==> config.mk <==
export PLATFORM = sky130hd
export DESIGN_NAME = fetch_seq
export DESIGN_NICKNAME = d
export VERILOG_FILES = /design/src/rtl/fetch_seq.sv
export SDC_FILE = /design/constraint.sdc
export NUM_CORES = 1
export LEC_CHECK = 0
export ABC_CLOCK_PERIOD_IN_PS = 4810
export CORE_ASPECT_RATIO = 1.4
export CORE_MARGIN = 3
export CORE_UTILIZATION = 35
export CTS_BUF_LIST = sky130_fd_sc_hd__clkbuf_16
export CTS_CLUSTER_SIZE = 14
export DETAILED_ROUTE_END_ITERATION = 10
export PLACE_DENSITY = 0.72
export REMOVE_ABC_BUFFERS = 1
export SLEW_MARGIN = 20
export SYNTH_ARGS = -nofsm -noshare
export SYNTH_HDL_FRONTEND = slang
export SYNTH_SLANG_ARGS = --single-unit
==> constraint.sdc <==
create_clock -name clock -period 4.81 [get_ports clock]
set_input_delay 1.2025 -clock clock [delete_from_list [all_inputs] [get_ports clock]]
set_output_delay 1.2025 -clock clock [all_outputs]
set_load 0.005 [all_outputs]
==> src/rtl/fetch_seq.sv <==
// Program-counter and instruction-fetch sequencer: IDLE -> FETCH -> EXEC loop with fetch timeout.
// Optional misaligned-redirect trap enabled by defining FETCH_SEQ_MISALIGN_TRAP_EN.
module fetch_seq #(
  parameter logic [31:0] RESET_PC = 32'h0000_3000,
  parameter logic [31:0] TRAP_PC  = 32'h0000_4180,
  parameter int unsigned TIMEOUT  = 16
) (
  input  logic        clock,
  input  logic        reset,
  output logic        imem_req,
  output logic [31:0] imem_addr,
  input  logic        imem_ack,
  input  logic [31:0] imem_rdata,
  output logic [31:0] instr,
  output logic        instr_valid,
  output logic [31:0] pc,
  output logic [31:0] npc_t,
  input  logic [31:0] npc_in,
  input  logic        stall,
  output logic [31:0] instr_count,
  output logic        fetch_err,
  output logic        trap,
  output logic [31:0] epc
);

  typedef enum logic [1:0] {
    S_IDLE,
    S_FETCH,
    S_EXEC,
    S_ERR
  } state_t;

  localparam int unsigned WW = $clog2(TIMEOUT + 1);

`ifdef FETCH_SEQ_MISALIGN_TRAP_EN
  localparam bit TRAP_EN = 1'b1;
`else
  localparam bit TRAP_EN = 1'b0;
`endif

  state_t          state;
  state_t          state_nxt;
  logic [WW-1:0]   wait_cnt;
  logic            timeout_hit;
  logic            commit;
  logic            misaligned;
  logic [31:0]     commit_pc;

  assign timeout_hit = (wait_cnt == WW'(TIMEOUT - 1));
  assign commit      = (state == S_EXEC) && !stall;
  assign misaligned  = |npc_in[1:0];
  // Masking keeps every npc_in bit in use; the low bits only matter for the trap decision.
  assign commit_pc   = (TRAP_EN && misaligned) ? TRAP_PC : (npc_in & 32'hFFFF_FFFC);

  always_ff @(posedge clock or posedge reset) begin
    if (reset) begin
      state <= S_IDLE;
    end else begin
      state <= state_nxt;
    end
  end

  always_comb begin
    state_nxt = state;
    case (state)
      S_IDLE:  state_nxt = S_FETCH;
      S_FETCH: begin
        if (imem_ack) begin
          state_nxt = S_EXEC;
        end else if (timeout_hit) begin
          state_nxt = S_ERR;
        end
      end
      S_EXEC:  if (!stall) state_nxt = S_FETCH;
      S_ERR:   state_nxt = S_ERR;
      default: state_nxt = S_IDLE;
    endcase
  end

  always_comb begin
    imem_req    = (state == S_FETCH);
    instr_valid = (state == S_EXEC);
    imem_addr   = pc;
    npc_t       = pc + 32'd4;
  end

  always_ff @(posedge clock or posedge reset) begin
    if (reset) begin
      pc          <= RESET_PC;
      instr       <= '0;
      instr_count <= '0;
      wait_cnt    <= '0;
      fetch_err   <= 1'b0;
    end else begin
      if (state == S_FETCH) begin
        // An ack on the last allowed cycle wins over the timeout.
        if (imem_ack) begin
          instr    <= imem_rdata;
          wait_cnt <= '0;
        end else begin
          wait_cnt <= wait_cnt + WW'(1);
          if (timeout_hit) begin
            fetch_err <= 1'b1;
          end
        end
      end else begin
        wait_cnt <= '0;
      end
      if (commit) begin
        pc          <= commit_pc;
        instr_count <= instr_count + 32'd1;
      end
    end
  end

`ifdef FETCH_SEQ_MISALIGN_TRAP_EN
  always_ff @(posedge clock or posedge reset) begin
    if (reset) begin
      trap <= 1'b0;
      epc  <= '0;
    end else begin
      trap <= commit && misaligned;
      if (commit && misaligned) begin
        epc <= pc;
      end
    end
  end
`else
  assign trap = 1'b0;
  assign epc  = '0;
`endif

endmodule

Word-level counts from Yosys, hierarchy flattened
Index checks and enable logic that the tools add are counted.
- input bits: 68
- output and inout port bits: 196
- flip-flop bits (word level): 102
- bitwise gates (word level): 1
- reduce and logical (&&, ||, !) cells: 6
- add/sub/neg operators: 3
- multiplexer cells: 6
- eq/ne operators: 6
- operator list (kind ; number):
    adder 32 x 1 -> 32 bit, second input constant ; 1
    adder 32 x 3 -> 32 bit, second input constant ; 1
    2-to-1 mux 5 bit ; 2
    one-hot mux 2 bit (4 select lines) ; 1
    2-to-1 mux 2 bit ; 3
    adder 5 x 1 -> 5 bit, second input constant ; 1
    == test 5 x 4 -> 1 bit, second input constant ; 1
    == test 2 bit, second input constant ; 2
    AND reduction 2 bit ; 2
    inequality test 3 x 1 -> 1 bit, second input constant ; 1
    AND reduction 3 bit ; 1
    == test 2 x 1 -> 1 bit, second input constant ; 1
    zero test 2 bit ; 1
    inequality test 2 bit, second input constant ; 1
    logical AND 1 bit ; 1
    zero test 1 bit ; 1
    NOT 1 bit ; 1

Depth between registers and ports, before layout
Gate-level depths: netlist of run 1.
- depth in word-level cells: 4
- depth in mapped cells: 6
- mapped depth without buffers: 5

Worst setup path before layout of run 1
No wires, ideal clock.
- path kind: register -> output
- start: register pc[9], in the netlist imem_addr[9]
- end: output port npc_t[24]
- cell stages (with the launch flop): 5
- arrival: 1.480 ns
- required time: 3.608 ns
- slack: 2.128 ns
- path through: dfrtp_1 -> nand3_1 -> nor4_4 -> nand4_1 -> xnor2_1
- word-level cells in the longest chain between the ends: 1
- RTL lines (what ; line ; source):
    from (decl) ; 16 ; output logic [31:0] pc,
    from (signal assigned) ; 110 ; pc <= commit_pc;
    adder 32 x 3 -> 32 bit ; 84 ; npc_t = pc + 32'd4;
    to (decl) ; 17 ; output logic [31:0] npc_t,
Every way passes these cells.

Worst setup path after layout of run 1
- start: register pc[9], in the netlist imem_addr[9]
- end: output port npc_t[25]
The elaborated chain is that of the path after synthesis.

==> flow_summary.toml, run 1 <==
[yosys]
synth_fa_ha_area_share_pct = 0.964
synth-xor-area-share_pct = 10.3
synth_compound_area_share_pct = 0.482
syn_area_mm2 = 0.00519
yosys.area_share.simple_pct = 14.0
muxShareOfSynthArea_pct = 13.4
synth_cell_types = 38
ys.flop_type = "dfrtp_1"
synth_top_family_by_area = "simple AND/OR/NAND/NOR gates"
synth-async-reset-ratio_pct = 100
synth-seq-cells = 102
syn_inst = 441
syn_avg_cell_area_um2 = 11.8
synth-seq-area-share_pct = 49.2
yosysWarnings = 0
synth-edff-count = 0

[timing]
hold_ws_ns = 0.468
clock_skew_ns = 0.0100
finalCritPeriodShare_pct = 79.7
rsz0062_at_grt = "false"
setup_violations = 0
tns_ns = 0
hold_viol = 0
fin_ws_ns = 0.975
clock.fmax_mhz = 261
slew_violations = 0
worstMarginPinSlew_ns = 1.06
relSlewSlack_pct = 29.5
fin_crit_ns = 3.83

[cts]
clk_pin_slew_worst_paths_ns = 0.08
cts_max_level = 3
cts_max_path_buffers = 2
hold_buffers = 0
cts_tree = "done"
cts-root-buf = "clkbuf_16"
cts_sinks = 102
post_cts_buffers = 0
ctsResizeCount = 0
clock_latency_ns = 0.34
cts_made_buffers = 9

[placement]
dp_hpwl_um = 9850
gp_congestion = 0.787
placed_area_mm2 = 0.00726
placed_cells = 815
pre_cts_ws_ns = 1.30
portBuffers = 222

[die]
rows = 52
die_area_mm2 = 0.0164
start_util_pct = 35.8
pin_count = 264
die-width_um = 109
core-area_mm2 = 0.0145
fp.dieH_um = 150

[setup_path]
crit_required_ns = 3.61
critPathArrivalTime_ns = 2.63
slowest_stage = "nor4_4"
path_class = "flop to output pin"
critPathCaptureType = "output pin"
crit_path_frequent_cell = "nand3_1"
slowest_delay_ns = 0.65
cp_max_fo = 9
path_cells = "nand3_1 -> nor4_4 -> nand3_1 -> xnor2_1 -> clkdlybuf4s50_1"
cp-start-kind = "flop"

[detailed_routing]
vias_per_cell = 4.62
first_pass_iters = 6
ant_nets = 0
totalWireLength_um = 12600
avgRoutedWirePerCell_um = 15.2
drtIter0Drc = 86
vias = 3837
drc = 0

[job]
drv_cap = 0

[hold_path]
hold_class = "flop to flop"

[global_routing]
grt_max_degree = 69
antenna_found_initial = 0
grt_usage_pct = 15.5
grt_pass1_vias = 3947
grt_overflow = 0
grt_pass1_wl_um = 20000

[final_layout]
fin_area_mm2 = 0.00754
antennaDiodeCount = 0
layout.nets = 709
multi_input_area_mm2 = 0.00219
regArea_mm2 = 0.00255
n_fill_cell = 1302
final_cells = 831
area_growth_pct = 45.3
drive_above_1_share_pct = 15.0

[pwr]
p_leak_uw = 0.00315
ir_drop_v = 0.000267
p_per_area_mw_per_mm2 = 522

[status]
outcome = "completed"
-- state kept, by name, indices dropped and copies added, names as in the netlist --
signal / cells
fetch_err: 1
imem_addr: 30
instr: 32
instr_count: 32
state: 2
wait_cnt: 5
-- kinds of logic (layout without fill, tap and decap cells) --
group / after synthesis / after routing
compound gates: 4 / 4
other cells: 1 / 39
mux: 62 / 62
xor+xnor: 61 / 61
buf+inv: 87 / 250
fa+ha+maj: 4 / 4
simple gates: 120 / 120
flops: 102 / 102
-- worst paths after layout --
path | endpoint | from | depth (start not counted) | slack [ns]
max | npc_t[25] | imem_addr[9]$_DFFE_PP0P_ | 5 | 0.98
min | instr_count[31]$_DFFE_PP0P_ | instr_count[31]$_DFFE_PP0P_ | 1 | 0.47
max in group asynchronous | instr_count[30]$_DFFE_PP0P_ | reset | 3 | 2.64
min in group asynchronous | instr[4]$_DFFE_PP0P_ | reset | 2 | 1.39
max reg2reg | imem_addr[29]$_DFFE_PP0P_ | state[1]$_DFFE_PP0P_ | 3 | 2.57
min reg2reg | instr_count[31]$_DFFE_PP0P_ | instr_count[31]$_DFFE_PP0P_ | 1 | 0.47
-- cells in the mapped netlist (2+ instances only) --
master | count | area share, %
buf_1 | 3 | 0.22
dfrtp_1 | 100 | 48
nor2_1 | 17 | 1.2
nand3_1 | 23 | 2.2
xor2_1 | 19 | 3.2
nor3_2 | 5 | 0.96
mux2_2 | 62 | 13
nand2b_1 | 3 | 0.36
inv_1 | 9 | 0.65
nor4_4 | 2 | 0.82
buf_2 | 4 | 0.39
nand3b_1 | 2 | 0.29
buf_4 | 69 | 10
and4_1 | 5 | 0.84
nand2_1 | 21 | 1.5
and2_1 | 4 | 0.48
nor2b_1 | 3 | 0.36
nor3_1 | 6 | 0.58
and3_1 | 6 | 0.72
ha_1 | 4 | 0.96
nand4_1 | 14 | 1.7
nor4_2 | 2 | 0.48
xnor2_1 | 42 | 7.1
dfstp_2 | 2 | 1.0
-- layout make-up --
type	instances	share of cell area, %
Sequential cell	102	33.9
Timing Repair Buffer	225	29.8
Multi-Input combinational cell	290	29.0
Tap cell	189	3.14
Clock buffer	9	2.99
Clock inverter	7	0.730
Inverter	9	0.481
-- through the flow --
step,util [%],total power [µW]
floorplan,-,2000
global placement,50.1,3250
detailed placement,50.1,3290
CTS,52.0,4000
global route,52.0,4190
finish,52.0,3930
-- routing by layer --
metal  up-vias  GRT usage [%]  share of wire (%)
li1       1782              -                  -
met1      1877           16.7                 37
met2       169           29.2                 54
met3         9           4.33                8.4
met4         0           4.04                1.2
met5         -              0                  0
-- critical path, delay by kind of cell, from the launching register on --
family	cells	cell delay, ns
xor+xnor	1	0.18
simple gates	3	1.09
flops	1	0.49
buf+inv	1	0.54
-- power breakdown --
| part | leakage (µW) | internal (µW) | switching (µW) | total (µW) |
|---|---|---|---|---|
| Sequential | 0.00128 | 1140 | 318 | 1460 |
| Combinational | 0.00174 | 1260 | 520 | 1780 |
| Clock | 0.000140 | 358 | 332 | 690 |
-- cell usage in the layout (no fill, tap or decap), drive strengths merged --
master | netlist | routed
nor2 | 17 | 17
and3 | 6 | 6
clkbuf | 1 | 9
a21oi | 1 | 1
nor3 | 11 | 11
a22oi | 1 | 1
or4 | 1 | 1
buf | 77 | 3
nor2b | 3 | 3
dfrtp | 100 | 100
and4 | 5 | 5
ha | 4 | 4
clkinv | 0 | 4
nand2 | 21 | 21
nand4 | 16 | 16
mux2 | 62 | 62
and3b | 1 | 1
nand2b | 3 | 3
clkdlybuf4s50 | 0 | 222
nand4b | 1 | 1
nand3b | 2 | 2
inv | 9 | 12
xnor2 | 42 | 42
nand3 | 23 | 23
dfstp | 2 | 2
o21bai | 1 | 1
xor2 | 19 | 19
conb | 1 | 39
nor4 | 5 | 5
nor3b | 1 | 1
and2 | 4 | 4
o21ai | 1 | 1
Note: power is estimated with default switching activity, not from simulation.
==> run 2, diff against run 1 <==
ABC_CLOCK_PERIOD_IN_PS = 3200   (was 4810)
PLACE_DENSITY = 0.75   (was 0.72)
clock period = 3.2 ns   (was 4.81 ns; I/O delays follow)
==> run 2 against run 1 <==
  * Via count rose by 3.0%
  * Critical path depth rose by 1
  * Sequential share of layout area fell by 1.1 points
  * Final area rose by 3.9%
  * Core utilization rose by 2.0 points
  * Non-clock buffer count rose by 23
  * Worst setup slack got worse by 0.85 ns
  * Register-to-register slack got worse by 1.2 ns
  * Sequential power rose by 49%
  * Power rose by 58%
  * Hold slack improved by 0.0086 ns
  * Critical path type unchanged
  * Largest power group unchanged
==> flow_summary.toml, run 2 (synthesis gave the netlist of run 1 again) <==
[final_layout]
antennaDiodeCount = 0
final_common_cell = "clkdlybuf4s50_1"
postLayoutCoreUtil_pct = 54.0
area_growth_pct = 50.9
mostFrequentLayoutCells = "clkdlybuf4s50_1 (215), dfrtp_1 (91), mux2_2 (62), xnor2_1 (41), conb_1 (39)"
layout.nets = 732
drive_above_1_share_pct = 20.5

[die]
die-width_um = 109
fp.dieH_um = 150
pin_count = 264
rows = 52
die_area_mm2 = 0.0164
core-area_mm2 = 0.0145
start_util_pct = 35.8

[detailed_routing]
ant_nets = 0
avgRoutedWirePerCell_um = 15.6
first_pass_iters = 4
drtIter0Drc = 138
vias_per_cell = 4.63
totalWireLength_um = 13300
drc = 0
vias = 3954

[global_routing]
grt_pass1_wl_um = 20400
grt_max_degree = 69
antenna_found_initial = 0
grt_usage_pct = 15.8
grt_pass1_vias = 3986
grt_overflow = 0

[timing]
hold_ws_ns = 0.476
setup_violations = 0
relSlewSlack_pct = 59.7
hold_viol = 0
worstMarginPinSlew_ns = 0.599
fin_crit_ns = 3.07
clock_skew_ns = 0.00847
clock.fmax_mhz = 326
slew_violations = 0
finalCritPeriodShare_pct = 96.0

[pwr]
clockPowerShare_pct = 18.3
p_int_uw = 4370
p_per_area_mw_per_mm2 = 794
seqPwrFrac_pct = 35.1
swShare_pct = 29.8
comb_power_share_pct = 46.7
ir_drop_v = 0.000443
p_switching_uw = 1850
p_leak_uw = 0.00337

[setup_path]
ff2ff_path_depth = 4
cp-start-kind = "flop"
critPathCaptureType = "output pin"
crit_required_ns = 2.40
path_cells = "nand4_4 -> nor4_4 -> buf_6 -> nand3_1 -> xnor2_1 -> clkdlybuf4s50_1"
critPathTopFamily = "buffers and inverters"
path_buf_inv = 2
path_class = "flop to output pin"
reg2reg_from = "state[1]$_DFFE_PP0P_"
cp_max_fo = 5
slowest_delay_ns = 0.53
rrSetupSlack_ns = 1.32
timing.rr.end = "imem_addr[18]$_DFFE_PP0P_"
critPathArrivalTime_ns = 2.27
slowest_stage = "clkdlybuf4s50_1"

[status]
outcome = "completed"

[hold_path]
hold_end = "instr_count[31]$_DFFE_PP0P_"
min_delay_path_depth = 1
min_from = "instr_count[31]$_DFFE_PP0P_"
hold_class = "flop to flop"

[cts]
cts_made_buffers = 9
cts_max_level = 3
clock_latency_ns = 0.34
cts_tree = "done"
clk_pin_slew_worst_paths_ns = 0.07
cts_max_path_buffers = 2
cts-root-buf = "clkbuf_16"
hold_buffers = 0
cts_sinks = 102

[placement]
dp_hpwl_um = 10300
gp_congestion = 0.783
portBuffers = 222

[job]
drv_cap = 0
[run 2: through the flow]
| stage | std cells | total power (µW) | setup TNS [ns] | instance area [µm²] | setup slack, ns |
|---|---|---|---|---|---|
| final | 854 | 6220 | 0 | 7840 | 0.129 |
| after global routing | 854 | 6590 | -0.00752 | 7840 | -0.00752 |
| after CTS | 837 | 6200 | 0 | 7670 | 0.00364 |
| after detailed placement | 821 | 5000 | 0 | 7320 | 0.237 |
| after global placement | 821 | 4900 | 0 | 7320 | 0.328 |
| after floorplan | 401 | 3010 | -27.22 | 4770 | -0.272 |
[run 2: how the worst max path moves through the flow]
stage                                    startpoint                    end  slack, ns  cells past startpoint
after floorplan                               reset  fetch_err$_DFFE_PP0P_      -0.27                      1
after global placement     imem_addr[9]$_DFFE_PP0P_              npc_t[17]       0.33                      6
after detailed placement   imem_addr[9]$_DFFE_PP0P_              npc_t[28]       0.24                      6
after CTS                 imem_addr[13]$_DFFE_PP1P_              npc_t[28]      0.004                      6
after global routing       imem_addr[9]$_DFFE_PP0P_              npc_t[27]     -0.008                      6
final                      imem_addr[7]$_DFFE_PP0P_              npc_t[19]       0.13                      6
[run 2: cell type report]
class                           instances  area (µm²)
Fill cell                            1236        6670
Timing Repair Buffer                  248        2450
Multi-Input combinational cell        290        2220
Inverter                                9        36.3
Clock inverter                          7        91.3
Sequential cell                       102        2570
Clock buffer                            9         225
Tap cell                              189         236
[run 2: repair_timing]
action,in CTS,in global routing
pin swaps,0,4
gates resized for setup,12,15
setup endpoints to repair,17,15
setup buffers,0,16
gates cloned,0,1
[run 2: worst register-to-register path, delay by kind of cell (launching register included)]
family / cells / cell delay [ns]
and+or+nand+nor: 2 / 0.52
DFF: 1 / 0.43
buffers and inverters: 1 / 0.39
muxes: 1 / 0.42
[run 2: power by group through the flow]
stage / logic (µW) / registers [µW] / clock network [µW]
2_1_floorplan: 818 / 2190 / 0
3_3_place_gp: 2710 / 2190 / 0
3_5_place_dp: 2760 / 2240 / 0
4_1_cts: 2780 / 2240 / 1180
5_1_grt: 3110 / 2250 / 1220
6_report: 2900 / 2180 / 1140
[run 2: routing by layer]
layer  vias to the layer above  global-route usage (%)  share of wire (%)
li1                       1830                       -                  -
met1                      1921                    17.0                 35
met2                       183                    29.1                 55
met3                        20                    4.42                8.5
met4                         0                    5.87                2.2
met5                         -                       0                  0
==> run 3, diff against run 2 <==
SLEW_MARGIN = default   (was 20)
==> results of run 3 <==
The final DEF is identical to that of run 2; final timing and power are the same.
==> RTL edit (settings of run 3) <==
The option `FETCH_SEQ_MISALIGN_TRAP_EN` is turned on by a define.
--- a/src/rtl/fetch_seq.sv
+++ b/src/rtl/fetch_seq.sv
@@ -1,5 +1,7 @@
 // Program-counter and instruction-fetch sequencer: IDLE -> FETCH -> EXEC loop with fetch timeout.
 // Optional misaligned-redirect trap enabled by defining FETCH_SEQ_MISALIGN_TRAP_EN.
+`define FETCH_SEQ_MISALIGN_TRAP_EN
+
 module fetch_seq #(
   parameter logic [31:0] RESET_PC = 32'h0000_3000,
   parameter logic [31:0] TRAP_PC  = 32'h0000_4180,
Check against the original RTL: not equivalent (Yosys sat finds a counterexample within 4 cycles, from zero or initial values and one cycle with reset high).
==> RTL edit against run 3 <==
- the flow now finishes with violations (setup timing)
- power is 22% higher
- global-route usage is 1.6 points higher
- sequential cell count is 31 higher
- non-clock buffer count is 34 higher
- area after synthesis is 17% higher
- wire length is 24% higher
- via count is 22% higher
- setup slack worse by 210 ps
- critical endpoint is now npc_t[24]
- combinational power is 3% higher
- first-iteration DRC count is 13% higher
- critical path type unchanged
- synthesized cell count is 21% higher
- sequential power is 21% higher
- cell area is 21% higher
==> RTL edit: results (changes against run 3) <==
metric,value,unit,change
outcome,finished with violations,,
violations,setup timing,,
grtUsageMet3,0.06130,,+0.01712
globalplace.congestion,0.8791,,+12%
min_from,wait_cnt[0],,
setup_viol,3,,+3
cp-endpoint,npc_t[24],,
clk_latency,410,ps,+70 ps
ir_drop,0.4899,mV,+11%
dpl.hpwl,12070,µm,+17%
met3_length,1326,µm,+16%
grt_pass1_wl,26570,µm,+30%
p_int,5415,µW,+24%
r2r_slack,1370,ps,+50 ps
tightestPinTransition,560.3,ps,-38.76 ps
synthDistinctLibCells,37,,-2.6%
fin_ws,-81.46,ps,-210.4 ps
wl_met2,8601,µm,+18%
nFillCells,1444,,+17%
cpMaxStageDelayCell,dfstp_2,,
synth.yosys.seq_area_share,0.5481,,+0.05603
cts_max_level,4,,+1
crit_fanout,7,,+2
grt_max_degree,62,,-10%
leakage,0.004204,µW,+25%
reg2reg_depth,6,,+2
use_met1,0.1971,,+0.02749
ys_top_cells_by_count,"dfrtp_1 (131), nand2_1 (78), mux2_2 (62), xnor2_1 (46), buf_4 (39)",,
layout-drive-gt1-share,0.1805,,-0.02406
critPathLaunch,imem_addr[13],,
[RTL edit: power by group through the flow]
| stage | Clock (µW) | Combinational (µW) | Sequential (µW) |
|---|---|---|---|
| after global routing | 2130 | 3210 | 2720 |
| after global placement | 0 | 2990 | 2640 |
| after CTS | 2050 | 3040 | 2640 |
| after detailed placement | 0 | 3030 | 2670 |
| final | 1990 | 2990 | 2640 |
| after floorplan | 0 | 797 | 2730 |
[RTL edit: layout make-up]
type / count / area [µm²] / share of cell area
timing repair buffer: 282 / 2796 / 0.2947
clock inverter: 15 / 175.2 / 0.01846
tap: 232 / 290.3 / 0.03059
sequential: 133 / 3332 / 0.3511
inverter: 6 / 27.53 / 0.002900
clock buffer: 17 / 425.4 / 0.04483
multi-input combinational: 345 / 2444 / 0.2575
[RTL edit: kinds of logic (layout without fill, tap and decap cells)]
group | after synthesis | count (layout) | share of synthesized area
xor+xnor | 61 | 61 | 0.08792
fa+ha+maj | 4 | 4 | 0.008236
compound gates | 33 | 33 | 0.02800
other cells | 1 | 8 | 0.0006171
simple gates | 177 | 177 | 0.1476
buf+inv | 62 | 320 | 0.06465
mux | 62 | 62 | 0.1149
flops | 133 | 133 | 0.5481
[RTL edit: what timing repair did]
item                       in CTS  in global routing
buffers inserted                6                  2
pin swaps                       5                  6
gates resized for setup        10                 14
setup endpoints to repair      15                 16
[RTL edit: stage by stage]
step             util  setup slack, ps  cells  instance area (µm²)  hold slack, ps
5_1_grt        0.5620           -196.9   1030                 9490           473.6
2_1_floorplan       -            -1151    484                 5733           432.9
6_report       0.5620           -81.46   1030                 9490           455.7
3_3_place_gp   0.5187            206.1    990                 8758           444.5
4_1_cts        0.5583           -133.3   1028                 9428           458.3
3_5_place_dp   0.5187            177.4    990                 8758           450.1
